File: src/rtl/uart_receiver.sv
// UART receiver: 16x oversampled, mid-bit sampling, 8 data bits, 1 stop bit.
// Data bits may be inverted on the line; BIT_INVERT restores true polarity.
//
// state     | meaning
// ----------+-----------------------------------------------------------
// IDLE      | line idle, waiting for synchronized low (start edge)
// START     | confirming start bit at its middle (8th tick)
// DATA      | sampling 8 data bits, one every 16 ticks, LSB first
// STOP      | sampling stop bit; high = good frame, low = framing error
// WAIT_IDLE | after framing error, wait for the line to return high
module uart_receiver #(
  parameter int OVERSAMPLE_DIV = 651,
  parameter bit BIT_INVERT     = 1'b1
) (
  input  logic       sysclk,
  input  logic       reset,
  input  logic       UART_RX,
  output logic [7:0] RX_DATA,
  output logic       RX_STATUS,
  output logic       RX_ERR,
  output logic       busy
);

  localparam int DIV_W = (OVERSAMPLE_DIV > 1) ? $clog2(OVERSAMPLE_DIV) : 1;
  localparam logic [DIV_W-1:0] DIV_LOAD = DIV_W'(OVERSAMPLE_DIV - 1);

  typedef enum logic [2:0] {
    S_IDLE,
    S_START,
    S_DATA,
    S_STOP,
    S_WAIT_IDLE
  } state_t;

  state_t           state;
  state_t           state_next;
  logic             rx_meta;
  logic             rx_s;
  logic [DIV_W-1:0] div_cnt;
  logic [3:0]       tick_cnt;
  logic [2:0]       bit_idx;
  logic [7:0]       shreg;
  logic             tick;
  logic             mid_tick;
  logic             full_tick;
  logic             start_ok;
  logic             shift_en;
  logic             frame_good;
  logic             frame_bad;

  // Two-flop synchronizer; idles high so reset does not look like a start edge
  always_ff @(posedge sysclk or negedge reset) begin
    if (!reset) begin
      rx_meta <= 1'b1;
      rx_s    <= 1'b1;
    end else begin
      rx_meta <= UART_RX;
      rx_s    <= rx_meta;
    end
  end

  assign tick      = (div_cnt == '0);
  assign mid_tick  = tick && (tick_cnt == 4'd7);
  assign full_tick = tick && (tick_cnt == 4'd15);

  // Tick divider: down-counter held at its load value in IDLE, so timing
  // restarts from zero exactly when START is entered
  always_ff @(posedge sysclk or negedge reset) begin
    if (!reset) begin
      div_cnt <= '0;
    end else if (state == S_IDLE || tick) begin
      div_cnt <= DIV_LOAD;
    end else begin
      div_cnt <= div_cnt - DIV_W'(1);
    end
  end

  // Tick counter: cleared in IDLE and again once the start bit is confirmed,
  // so data bits are sampled 16 ticks apart from the start-bit middle
  always_ff @(posedge sysclk or negedge reset) begin
    if (!reset) begin
      tick_cnt <= 4'd0;
    end else if (state == S_IDLE || start_ok) begin
      tick_cnt <= 4'd0;
    end else if (tick) begin
      tick_cnt <= tick_cnt + 4'd1;
    end
  end

  // State register
  always_ff @(posedge sysclk or negedge reset) begin
    if (!reset) begin
      state <= S_IDLE;
    end else begin
      state <= state_next;
    end
  end

  // Next-state and per-cycle control strobes
  always_comb begin
    state_next = state;
    start_ok   = 1'b0;
    shift_en   = 1'b0;
    frame_good = 1'b0;
    frame_bad  = 1'b0;
    case (state)
      S_IDLE: begin
        if (!rx_s) state_next = S_START;
      end
      S_START: begin
        if (mid_tick) begin
          if (!rx_s) begin
            start_ok   = 1'b1;
            state_next = S_DATA;
          end else begin
            state_next = S_IDLE;
          end
        end
      end
      S_DATA: begin
        if (full_tick) begin
          shift_en = 1'b1;
          if (bit_idx == 3'd7) state_next = S_STOP;
        end
      end
      S_STOP: begin
        if (full_tick) begin
          if (rx_s) begin
            frame_good = 1'b1;
            state_next = S_IDLE;
          end else begin
            frame_bad  = 1'b1;
            state_next = S_WAIT_IDLE;
          end
        end
      end
      S_WAIT_IDLE: begin
        if (rx_s) state_next = S_IDLE;
      end
      default: state_next = S_IDLE;
    endcase
  end

  // Shift register and bit index; bit index saturates at 7 (STOP follows)
  always_ff @(posedge sysclk or negedge reset) begin
    if (!reset) begin
      shreg   <= 8'h00;
      bit_idx <= 3'd0;
    end else if (start_ok) begin
      bit_idx <= 3'd0;
    end else if (shift_en) begin
      shreg <= {rx_s ^ BIT_INVERT, shreg[7:1]};
      if (bit_idx != 3'd7) bit_idx <= bit_idx + 3'd1;
    end
  end

  // Registered outputs: pulses land the cycle after the stop-bit sample
  always_ff @(posedge sysclk or negedge reset) begin
    if (!reset) begin
      RX_DATA   <= 8'h00;
      RX_STATUS <= 1'b0;
      RX_ERR    <= 1'b0;
    end else begin
      RX_STATUS <= frame_good;
      RX_ERR    <= frame_bad;
      if (frame_good) RX_DATA <= shreg;
    end
  end

  assign busy = (state != S_IDLE);

endmodule
File: config.mk
export PLATFORM = sky130hd
export DESIGN_NAME = uart_receiver
export DESIGN_NICKNAME = d
export VERILOG_FILES = /design/src/rtl/uart_receiver.sv
export SDC_FILE = /design/constraint.sdc
export NUM_CORES = 1
export LEC_CHECK = 0
export ABC_CLOCK_PERIOD_IN_PS = 3500
export BUFFER_PORTS_ARGS = -buffer_cell sky130_fd_sc_hd__buf_2
export CAP_MARGIN = 30
export CELL_PAD_IN_SITES_DETAIL_PLACEMENT = 1
export CELL_PAD_IN_SITES_GLOBAL_PLACEMENT = 1
export CORE_MARGIN = 2
export CORE_UTILIZATION = 36
export DETAILED_ROUTE_END_ITERATION = 8
export PLACE_DENSITY = 0.58
export SYNTH_ARGS = -nofsm -noshare
export SYNTH_HDL_FRONTEND = slang
export SYNTH_SLANG_ARGS = --single-unit
File: constraint.sdc
create_clock -name sysclk -period 3.5 [get_ports sysclk]
set_input_delay 0.525 -clock sysclk [delete_from_list [all_inputs] [get_ports sysclk]]
set_output_delay 0.525 -clock sysclk [all_outputs]
set_load 0.05 [all_outputs]
# Word level (Yosys, flattened, before mapping)
# Index checks and enable logic that the tools add are counted.
classes:
  n_mux: 25
  reduce_logical: 13
  n_addsub: 3
  bitwise: 2
  eq_ne: 14
op_table:
  columns: ["cell", "count"]
  rows:
  - ["$mux W3", 10]
  - ["$pmux W3 S5", 1]
  - ["$ne A2 B2 Y1 const B", 6]
  - ["$logic_not A10 Y1", 1]
  - ["$mux W1", 10]
  - ["$mux W10", 1]
  - ["$sub A10 B1 Y10 const B", 1]
  - ["$mux W4", 2]
  - ["$eq A3 B2 Y1 const B", 2]
  - ["$eq A3 B3 Y1 const B", 2]
  - ["$reduce_and A6 Y1", 1]
  - ["$reduce_bool A2 Y1", 3]
  - ["$add A4 B1 Y4 const B", 1]
  - ["$eq A4 B3 Y1 const B", 1]
  - ["$eq A4 B4 Y1 const B", 1]
  - ["$reduce_and A2 Y1", 2]
  - ["$add A3 B1 Y3 const B", 1]
  - ["$eq A3 B1 Y1 const B", 1]
  - ["$logic_not A3 Y1", 1]
  - ["$ne A3 B3 Y1 const B", 1]
  - ["$reduce_bool A3 Y1", 1]
  - ["$logic_and A1 B1 Y1", 2]
  - ["$logic_or A1 B1 Y1", 2]
  - ["$mux W2", 1]
  - ["$not A1 Y1", 2]
totals:
  register_bits: 40

# Depth between registers and ports, before layout
# Gate-level depths: netlist of the first run.
logic_depth:
  depth_word: 6
  ltp_mapped: 7

# Least setup slack after synthesis of the first run
# Ideal clock, no wire load.
synth_path:
  kind: "register to register"
  startpoint: "register div_cnt[0]"
  endpoint: "register RX_DATA[0]"
  path_stages_with_launch: 7
  arrival_time_ns: 2.021
  required_time_ns: 3.375
  setup_slack_ns: 1.354
  synth_period_minus_slack_ns: 2.146
  cell_sequence: "dfrtp_1 inv_1 ha_1 nor3b_2 nand3_2 nor4_4 mux2_2"
synth_between:
  elab_chain_len: 4
synth_rtl:
  columns: ["element", "line", "rtl"]
  rows:
  - ["from (decl)", "39", "logic [DIV_W-1:0] div_cnt;"]
  - ["from (signal assigned)", "74", "div_cnt <= div_cnt - DIV_W'(1);"]
  - ["$logic_not A10 Y1", "62", "assign tick = (div_cnt == '0);"]
  - ["$logic_and A1 B1 Y1", "64", "assign full_tick = tick && (tick_cnt == 4'd15);"]
  - ["$mux W1", "127", "if (full_tick) begin"]
  - ["$mux W1", "106", "case (state)"]
  - ["named net frame_good", "48", "logic frame_good;"]
  - ["to (signal assigned)", "166", "if (frame_good) RX_DATA <= shreg;"]
  - ["to (decl)", "18", "output logic [7:0] RX_DATA,"]
# The timed path passes the listed nets, and every way through them passes these cells.
# A chain may end at the register's enable or synchronous reset.

# Worst setup path in the final report of the first run
layout_path:
  startpoint: "register div_cnt[0]"
  endpoint: "register RX_DATA[5]"
# The elaborated chain is that of the path after synthesis.

==> results of run 1 <==
-- stage by stage --
| stage | total power [W] | setup slack [ns] | hold slack [ns] | utilization |
|---|---|---|---|---|
| finish | 0.000875 | 0.853 | 0.338 | 0.432 |
| global route | 0.000904 | 0.620 | 0.323 | 0.432 |
| CTS | 0.000884 | 0.864 | 0.329 | 0.432 |
| detailed placement | 0.000487 | 0.874 | 0.350 | 0.407 |
| global placement | 0.000487 | 0.949 | 0.347 | 0.407 |
| floorplan | 0.000475 | 1.35 | 0.229 | - |
-- logic make-up (layout without fill, tap and decap cells) --
logic type               Yosys count  count (layout)
AO/OA/AOI/OAI                     23              23
XOR/XNOR                           8               8
adder cells (fa/ha/maj)            4               4
buffers and inverters              9              28
flip-flops                        40              40
multiplexers                      15              15
AND/OR/NAND/NOR                   52              52
-- state kept, by name (all words and copies together) (netlist names) --
name       flops
RX_DATA        8
tick_cnt       4
shreg          8
div_cnt       10
rx_meta        1
bit_idx        3
state          3
RX_STATUS      1
RX_ERR         1
rx_s           1
-- where the power goes --
part / total, W / internal, W / leakage (nW) / switching, W
clock network: 0.000398 / 0.000233 / 0.0614 / 0.000165
logic: 0.0000118 / 0.00000131 / 0.352 / 0.0000105
registers: 0.000465 / 0.000464 / 0.522 / 0.00000116
-- how the worst max path moves through the flow --
stage | startpoint | end | slack (ns)
CTS | div_cnt[0] | RX_DATA[5] | 0.86
global placement | div_cnt[0] | RX_DATA[3] | 0.95
detailed placement | div_cnt[0] | RX_DATA[0] | 0.87
finish | div_cnt[0] | RX_DATA[5] | 0.85
global route | div_cnt[0] | RX_DATA[0] | 0.62
floorplan | div_cnt[0] | RX_DATA[0] | 1.35
-- synth_stat cells (3+ instances only) --
library cell / count
a21oi_1: 7
dfrtp_1: 38
ha_1: 4
inv_1: 7
mux2_2: 13
nand2_1: 10
nand4_1: 5
nor2_1: 11
nor3_1: 5
o21ai_0: 5
xnor2_1: 5
xor2_1: 3
-- worst reg2reg max path: cells and delay by family (launching register included) --
| kind | cells | cell delay [ns] |
|---|---|---|
| and+or+nand+nor | 3 | 1.46 |
| muxes | 1 | 0.41 |
| DFF | 1 | 0.41 |
| adders and majority gates | 1 | 0.19 |
| buffers and inverters | 1 | 0.07 |
-- cell type report --
cell class	count	share of cell area
multi-input cells	102	0.371
clock buffers	6	0.0400
well taps	67	0.0406
flip-flops and latches	40	0.485
repair buffers	13	0.0315
clock inverters	2	0.0188
inverters	7	0.0127
-- routing by layer --
| layer | vias up | part of all wire | global-route usage |
|---|---|---|---|
| met5 | - | 0 | 0 |
| met4 | 0 | 0.0060 | 0.0496 |
| met3 | 2 | 0.025 | 0.0348 |
| met2 | 13 | 0.48 | 0.251 |
| met1 | 641 | 0.48 | 0.200 |
| li1 | 585 | - | - |
==> results.cfg, run 1 <==
[run]
maxCapViolCount = 0

[final_layout]
regArea_um2 = 1000
final_common_cell = dfrtp_1
multi_input_area_um2 = 767
antennaDiodeCount = 0
area_growth_pct = 14.6
drive_gt1_frac = 0.259
final_area_um2 = 2070
layout.nets = 176
num-fill-cells = 528
final_cell_mix = dfrtp_1, mux2_2, buf_2
fin_cells = 237

[timing]
setup_viol = 0
tightest_slew_ns = 0.905
worst_clock_skew_ns = 0.00834
period_needed_ns = 2.65
fin_crit_sh = 0.756
tns_ns = 0
fmax_mhz = 378
hold_viol_final = 0
report.final.slew_viol_count = 0
rsz0062_at_grt = false
max_slew_margin = 0.397

[logic_synthesis]
ys.flop_type = dfrtp_1
synth.avg_cell_area_um2 = 11.9
ys_seq_area_frac = 0.556
synth_async_sr_flop_share = 1.00
synthCells = 151
synth_compound_area_frac = 0.0811
synthSimpleGateAreaFrac = 0.184
synth_area_um2 = 1800
yosys.area.top_type_share = 0.527
synth_fa_ha_area_frac = 0.0277
synth_warnings = 0
syn-num-nets = 158
synthTopCellsByArea = dfrtp_1, mux2_2, dfstp_2
synth_edf_count = 0
ys_ff_latch = 40
synth.distinct_cells = 39
synth_top_family_by_area = simple AND/OR/NAND/NOR gates
synth_xor_area_frac = 0.0388
synthMuxAreaShare = 0.0936
yosys.area.top_type = dfrtp_1

[floorplan]
die_h_um = 74.8
dieArea_um2 = 5590
die_w_um = 74.8
ioPinCount = 14
start_util = 0.377
core-area_um2 = 4790
rows = 25

[grt]
first_global_vias = 1337
grt-ovfl-total = 0
antenna_found_initial = 0
grt_max_degree = 41
grt_pass1_wl_um = 6430
grt_usage = 0.152

[placement]
postPlaceCellArea_um2 = 1950
dpl.cell_count = 229
dp_hpwl_um = 2660
port_buffers = 13
gp_congestion = 0.881

[worst_setup_path]
start_kind = flip-flop
max_stage_delay_ns = 0.67
cp.depth = 6
critPathRequiredTime_ns = 3.67
r2r_cells = 6
worst_setup_path_end_kind = flip-flop
r2r_slack_ns = 0.85
regToRegStartpoint = div_cnt[0]
critPathMaxFanout = 9
crit_buf_inv = 1
path_delay_family = simple AND/OR/NAND/NOR gates
rr_endpoint = RX_DATA[5]
path_cells = inv_1, ha_1, nor3b_2, nand3_2, nor4_4, mux2_2
slowest_stage = nor4_4
crit_type = flip-flop to flip-flop
arrival_ns = 2.82

[drt]
drtAntennaViolNets = 0
drtIter0Drc = 29
viasPerCell = 5.24
drc_errors = 0
firstDrtPassIters = 4
vias = 1241
wl_um = 3690
wl_per_cell_um = 15.6

[worst_hold_path]
hold_path_class = input port to flip-flop
hold_end = rx_meta
holdPathStages = 1
hold_start = UART_RX

[cts]
cts_buffer_depth = 2
clkSlewWorstSetupHoldPaths_ns = 0.08
cts_made_buffers = 5
cts_setup_buffers = 0
cts_hold_buffers = 0
cts_tree = yes
clk_latency_ns = 0.28
cts-root-buf = clkbuf_8
cts_resized = 0
htree_levels = 2
cts_sinks = 40

[power_and_ir_drop]
vdd_drop_max_mv = 0.249
p_leak_nw = 0.935
p_per_area_nw_per_um2 = 423

[status]
status = finished clean
Note: power is estimated with default switching activity, not from simulation.
==> run 2, diff against run 1 <==
--- a/config.mk
+++ b/config.mk
@@ -5,7 +5,7 @@
 export SDC_FILE = /design/constraint.sdc
 export NUM_CORES = 1
 export LEC_CHECK = 0
-export ABC_CLOCK_PERIOD_IN_PS = 3500
+export ABC_CLOCK_PERIOD_IN_PS = 2100
 export BUFFER_PORTS_ARGS = -buffer_cell sky130_fd_sc_hd__buf_2
 export CAP_MARGIN = 30
 export CELL_PAD_IN_SITES_DETAIL_PLACEMENT = 1
@@ -13,7 +13,7 @@
 export CORE_MARGIN = 2
 export CORE_UTILIZATION = 36
 export DETAILED_ROUTE_END_ITERATION = 8
-export PLACE_DENSITY = 0.58
+export PLACE_DENSITY = 0.6
 export SYNTH_ARGS = -nofsm -noshare
 export SYNTH_HDL_FRONTEND = slang
 export SYNTH_SLANG_ARGS = --single-unit
==> constraint.sdc (replaced) <==
create_clock -name sysclk -period 2.1 [get_ports sysclk]
set_input_delay 0.315 -clock sysclk [delete_from_list [all_inputs] [get_ports sysclk]]
set_output_delay 0.315 -clock sysclk [all_outputs]
set_load 0.05 [all_outputs]
==> run 2 against run 1 <==
Final cell count up 6.8%. Maximum frequency up 32%. Sequential power up 67%. Clock power up 66%. Via count up 2.4%. Register-to-register slack worse by 0.76 ns. First-iteration DRC count rose to 2.7 times the previous value. Utilization up 3.4 points. Critical endpoint is now RX_DATA[3]. Critical path depth down 1. Hold slack worse by 0.22 ns. Sequential cell count unchanged.
==> results.cfg, run 2 (synthesis results as in run 1) <==
[status]
status = finished clean

[floorplan]
start_util = 0.377
core-area_um2 = 4790
ioPinCount = 14
dieArea_um2 = 5590
rows = 25
die_w_um = 74.8
die_h_um = 74.8

[final_layout]
regArea_um2 = 1000
final_common_cell = dfrtp_1
multi_input_area_um2 = 795
antennaDiodeCount = 0
reg_top3 = div_cnt: 10 flops, RX_DATA: 8 flops, shreg: 8 flops
fin_cells = 253
layout.nets = 192
final_cell_mix = dfrtp_1, buf_2, mux2_2
num-fill-cells = 517
area_growth_pct = 23.6
largest_register_ffs = 10
drive_gt1_frac = 0.328
top_register = div_cnt

[run]
maxCapViolCount = 0

[grt]
first_global_vias = 1361
antenna_found_initial = 0
grt_use_met2 = 0.269
grt_max_degree = 41
grt-ovfl-total = 0
grt_usage = 0.160
busiest_layer = met2
grtUsageMet3 = 0.0402
grt_util_met1 = 0.208
grt_pass1_wl_um = 6710

[power_and_ir_drop]
finalPower_w = 0.00146
p_sw_w = 0.000293
p_per_area_nw_per_um2 = 655
clkPwrFrac = 0.453
vdd_drop_max_mv = 0.295
p_seq_frac = 0.530
internal-power_w = 0.00117
combPwrFrac = 0.017
switching_share = 0.200
p_leak_nw = 1.04

[drt]
firstDrtPassIters = 4
wl_per_cell_um = 15.8
drc_errors = 0
wl_um = 3990
drtAntennaViolNets = 0
vias = 1271
drtIter0Drc = 78
viasPerCell = 5.02

[timing]
max_slew_margin = 0.730
fin_crit_sh = 0.954
setup_viol = 0
period_needed_ns = 2.00
hold_viol_final = 0
fmax_mhz = 499
worst_clock_skew_ns = 0.00444
report.final.slew_viol_count = 0
tightest_slew_ns = 0.399

[cts]
clkSlewWorstSetupHoldPaths_ns = 0.08
cts_sinks = 40
cts-root-buf = clkbuf_8
cts_made_buffers = 5
htree_levels = 2
clk_latency_ns = 0.29
cts_tree = yes
cts_buffer_depth = 2

[worst_setup_path]
arrival_ns = 2.18
crit_buf_inv = 1
path_delay_family = simple AND/OR/NAND/NOR gates
critPathMaxFanout = 5
critPathRequiredTime_ns = 2.28
start_kind = flip-flop
max_stage_delay_ns = 0.41
worst_setup_path_end_kind = flip-flop
slowest_stage = nor4_4
crit_type = flip-flop to flip-flop
path_cells = ha_1, nand4_1, nor4_4, buf_2, mux2_2

[worst_hold_path]
hold_path_class = input port to flip-flop

[placement]
dpl.cell_count = 242
gp_congestion = 0.796
port_buffers = 13
dp_hpwl_um = 2950
-- run 2: cell count changes in the layout (fill, tap and decap cells not counted), sizes merged --
cell,delta
buf,+15
dlygate4sd3,+1
-- run 2: metal layers --
metal	up-vias	share of wire
met1	639	0.46
met4	0	0.0068
met2	11	0.51
met5	-	0
met3	4	0.022
li1	617	-
-- run 2: cell type report --
class | count | share of cell area
clock buffer | 6 | 0.0370
clock inverter | 2 | 0.0174
inverter | 7 | 0.0118
multi-input combinational | 102 | 0.356
sequential | 40 | 0.450
tap | 67 | 0.0376
timing repair buffer | 29 | 0.0903
-- run 2: metrics by stage --
stage | area, µm² | hold slack, ns | setup WS (ns) | TNS [ns] | util
global route | 2230 | 0.105 | -0.00815 | -0.0177 | 0.466
floorplan | 1810 | 0.0194 | 0.000971 | 0 | -
detailed placement | 2060 | 0.301 | -0.0360 | -0.0360 | 0.431
CTS | 2200 | 0.112 | 0.0403 | 0 | 0.460
finish | 2230 | 0.121 | 0.0976 | 0 | 0.466
global placement | 2060 | 0.299 | 0.146 | 0 | 0.431
-- run 2: final timing paths --
kind / startpoint / cells past startpoint / slack (ns) / to
setup / recovery: tick_cnt[0] / 5 / 0.1 / RX_DATA[3]
max in group asynchronous: reset / 3 / 1.33 / rx_meta
hold / removal: UART_RX / 1 / 0.12 / rx_meta
setup reg to reg: tick_cnt[0] / 5 / 0.1 / RX_DATA[3]
min in group asynchronous: reset / 3 / 0.52 / RX_ERR
hold reg to reg: rx_meta / 0 / 0.36 / rx_s
-- run 2: power by group through the flow --
stage | combinational (W) | clock [W] | sequential (W)
after floorplan | 0.00000291 | 0 | 0.000790
after global placement | 0.0000250 | 0 | 0.000790
after detailed placement | 0.0000257 | 0 | 0.000790
after CTS | 0.0000273 | 0.000684 | 0.000775
after global routing | 0.0000299 | 0.000719 | 0.000775
final | 0.0000255 | 0.000662 | 0.000775
-- run 2: repair_timing --
action	CTS	global route
pin swaps	1	5
setup endpoints to repair	1	13
hold buffers	1	0
hold endpoints to repair	38	0
gates resized for setup	1	5
cloned	0	1
setup buffers	0	1
==> run 3, diff against run 2 <==
--- a/config.mk
+++ b/config.mk
@@ -5,15 +5,16 @@
 export SDC_FILE = /design/constraint.sdc
 export NUM_CORES = 1
 export LEC_CHECK = 0
+export ABC_AREA = 1
 export ABC_CLOCK_PERIOD_IN_PS = 2100
 export BUFFER_PORTS_ARGS = -buffer_cell sky130_fd_sc_hd__buf_2
 export CAP_MARGIN = 30
 export CELL_PAD_IN_SITES_DETAIL_PLACEMENT = 1
 export CELL_PAD_IN_SITES_GLOBAL_PLACEMENT = 1
 export CORE_MARGIN = 2
-export CORE_UTILIZATION = 36
+export CORE_UTILIZATION = 41
 export DETAILED_ROUTE_END_ITERATION = 8
-export PLACE_DENSITY = 0.6
+export PLACE_DENSITY = 0.71
 export SYNTH_ARGS = -nofsm -noshare
 export SYNTH_HDL_FRONTEND = slang
 export SYNTH_SLANG_ARGS = --single-unit
==> run 3 against run 2 <==
Setup slack better by 0.24 ns. Combinational power fell by 23%. Critical path depth rose by 4. Final cell count rose by 13%. Hold slack worse by 0.0068 ns. Utilization is 2.0 points higher. Synthesized area up 6.2%. Power is 1.6% lower. Global-route usage up 1.4 points. Clock power is 3% lower. Sequential cell count is the same.
==> results.cfg, run 3 <==
[worst_setup_path]
critPathRequiredTime_ns = 2.28
max_stage_delay_ns = 0.41
arrival_ns = 1.94
critPathMaxFanout = 16
r2r_cells = 9
r2r_slack_ns = 0.34
path_cells = inv_1, ha_1, nand2_4, nor2_8, nand3_4, clkinv_2, nand2_2, nand2_1, o21ai_2
crit_type = flip-flop to flip-flop
regToRegStartpoint = div_cnt[0]
cp.depth = 9
worst_setup_path_end_kind = flip-flop
path_delay_family = simple AND/OR/NAND/NOR gates
start_kind = flip-flop
slowest_stage = dfrtp_1
rr_endpoint = RX_DATA[1]
crit_buf_inv = 2

[drt]
m1WireLength_um = 1690
drc_errors = 0
drtAntennaViolNets = 0
viasPerCell = 5.10
firstDrtPassIters = 4
vias = 1458
wl_per_cell_um = 13.7
drtIter0Drc = 54
wl_um = 3910
top_layer = met4
wl_met3_um = 120
wl_met2_um = 2050

[final_layout]
largest_register_ffs = 10
final_cell_mix = nand2_1, dfrtp_1, nor2_1, inv_1
final_common_cell = nand2_1
layout.nets = 240
area_growth_pct = 12.0
antennaDiodeCount = 0
top_register = div_cnt
reg_top3 = div_cnt: 10 flops, RX_DATA: 8 flops, shreg: 8 flops
drive_gt1_frac = 0.239
final_area_um2 = 2150

[grt]
antenna_found_initial = 0
grt-ovfl-total = 0
grt_pass1_wl_um = 6980
grt_max_degree = 41
grt_usage = 0.174
first_global_vias = 1560

[timing]
fmax_mhz = 568
worst_clock_skew_ns = 0.00865
hold_viol_final = 0
tns_ns = 0
fin_crit_sh = 0.838
report.final.slew_viol_count = 0
period_needed_ns = 1.76
max_slew_margin = 0.414
rsz0062_at_grt = false
tightest_slew_ns = 0.879
setup_viol = 0

[floorplan]
dieArea_um2 = 5240
core-area_um2 = 4410
rows = 24
start_util = 0.434
die_w_um = 72.4
die_h_um = 72.4
ioPinCount = 14

[cts]
htree_levels = 2
cts_setup_buffers = 0
cts_made_buffers = 5
cts_sinks = 40
cts-root-buf = clkbuf_8
cts_tree = yes
clk_latency_ns = 0.30
cts_hold_buffers = 0
cts_resized = 0
cts_buffer_depth = 2
clkSlewWorstSetupHoldPaths_ns = 0.09

[placement]
gp_congestion = 0.910
port_buffers = 13
postPlaceCellArea_um2 = 2030
dp_hpwl_um = 3000

[power_and_ir_drop]
vdd_drop_max_mv = 0.288
p_per_area_nw_per_um2 = 670
p_leak_nw = 1.09

[logic_synthesis]
syn-num-nets = 221
synthCells = 214
synth.distinct_cells = 25
synthTopCellsByArea = dfrtp_1, nand2_1, o21ai_2
synth_async_sr_flop_share = 1.00
synth.avg_cell_area_um2 = 8.96
yosys.area.top_type = dfrtp_1
synth_warnings = 0
ys_seq_area_frac = 0.523
ys.flop_type = dfrtp_1
ys_ff_latch = 40
synth_edf_count = 0
synth_most_common_cell = nand2_1
synth_area_um2 = 1920
yosys.area.top_type_share = 0.496
synth_common_cells = nand2_1, dfrtp_1, inv_1, nor2_1, o21ai_2

[worst_hold_path]
holdPathStages = 1
hold_start = UART_RX
hold_path_class = input port to flip-flop
hold_end = rx_meta

[run]
maxCapViolCount = 0

[status]
status = finished clean
-- run 3: cells by family (layout without fill, tap and decap cells) --
group                      Yosys count  count (layout)  share of synthesized area
and+or+nand+nor                    106             106                      0.262
DFF                                 40              40                      0.523
buffers and inverters               34              54                     0.0751
AOI/OAI and AO/OA                   27              27                     0.0999
adders and majority gates            4               4                     0.0261
xor gates and xnor gates             3               3                     0.0137
-- run 3: stage by stage --
step	total power, W	worst slack, ns	util	hold WS [ns]	instances
after detailed placement	0.000812	0.324	0.460	0.355	278
after CTS	0.00147	0.288	0.486	0.101	286
final	0.00144	0.341	0.486	0.114	286
after floorplan	0.000793	0.568	-	0.0194	214
after global placement	0.000811	0.440	0.460	0.347	278
after global routing	0.00149	0.183	0.486	0.0985	286
-- run 3: power by group --
| group | switching (W) | total (W) | internal, W |
|---|---|---|---|
| combinational | 0.0000176 | 0.0000196 | 0.00000207 |
| clock | 0.000287 | 0.000645 | 0.000358 |
| sequential | 0.00000204 | 0.000775 | 0.000773 |
| total | 0.000306 | 0.00144 | 0.00113 |
-- run 3: per-layer routing --
| metal | track usage | vias up |
|---|---|---|
| li1 | - | 711 |
| met2 | 0.304 | 16 |
| met5 | 0 | - |
| met4 | 0.0535 | 0 |
| met1 | 0.203 | 725 |
| met3 | 0.0556 | 6 |
-- run 3: worst max-delay path by stage --
stage	start	end	slack, ns
2_1_floorplan	div_cnt[0]	RX_DATA[1]	0.57
3_3_place_gp	div_cnt[0]	RX_DATA[2]	0.44
3_5_place_dp	div_cnt[0]	RX_DATA[1]	0.32
4_1_cts	div_cnt[0]	RX_DATA[1]	0.29
5_1_grt	div_cnt[0]	RX_DATA[1]	0.18
6_report	div_cnt[0]	RX_DATA[1]	0.34
-- run 3: cell type report --
cell class,count,area (µm²)
clock buffer,5,68.8
clock inverter,3,46.3
fill,529,2270
inverter,32,121
multi-input combinational,140,769
sequential,40,1000
tap,52,65.1
timing repair buffer,14,72.6
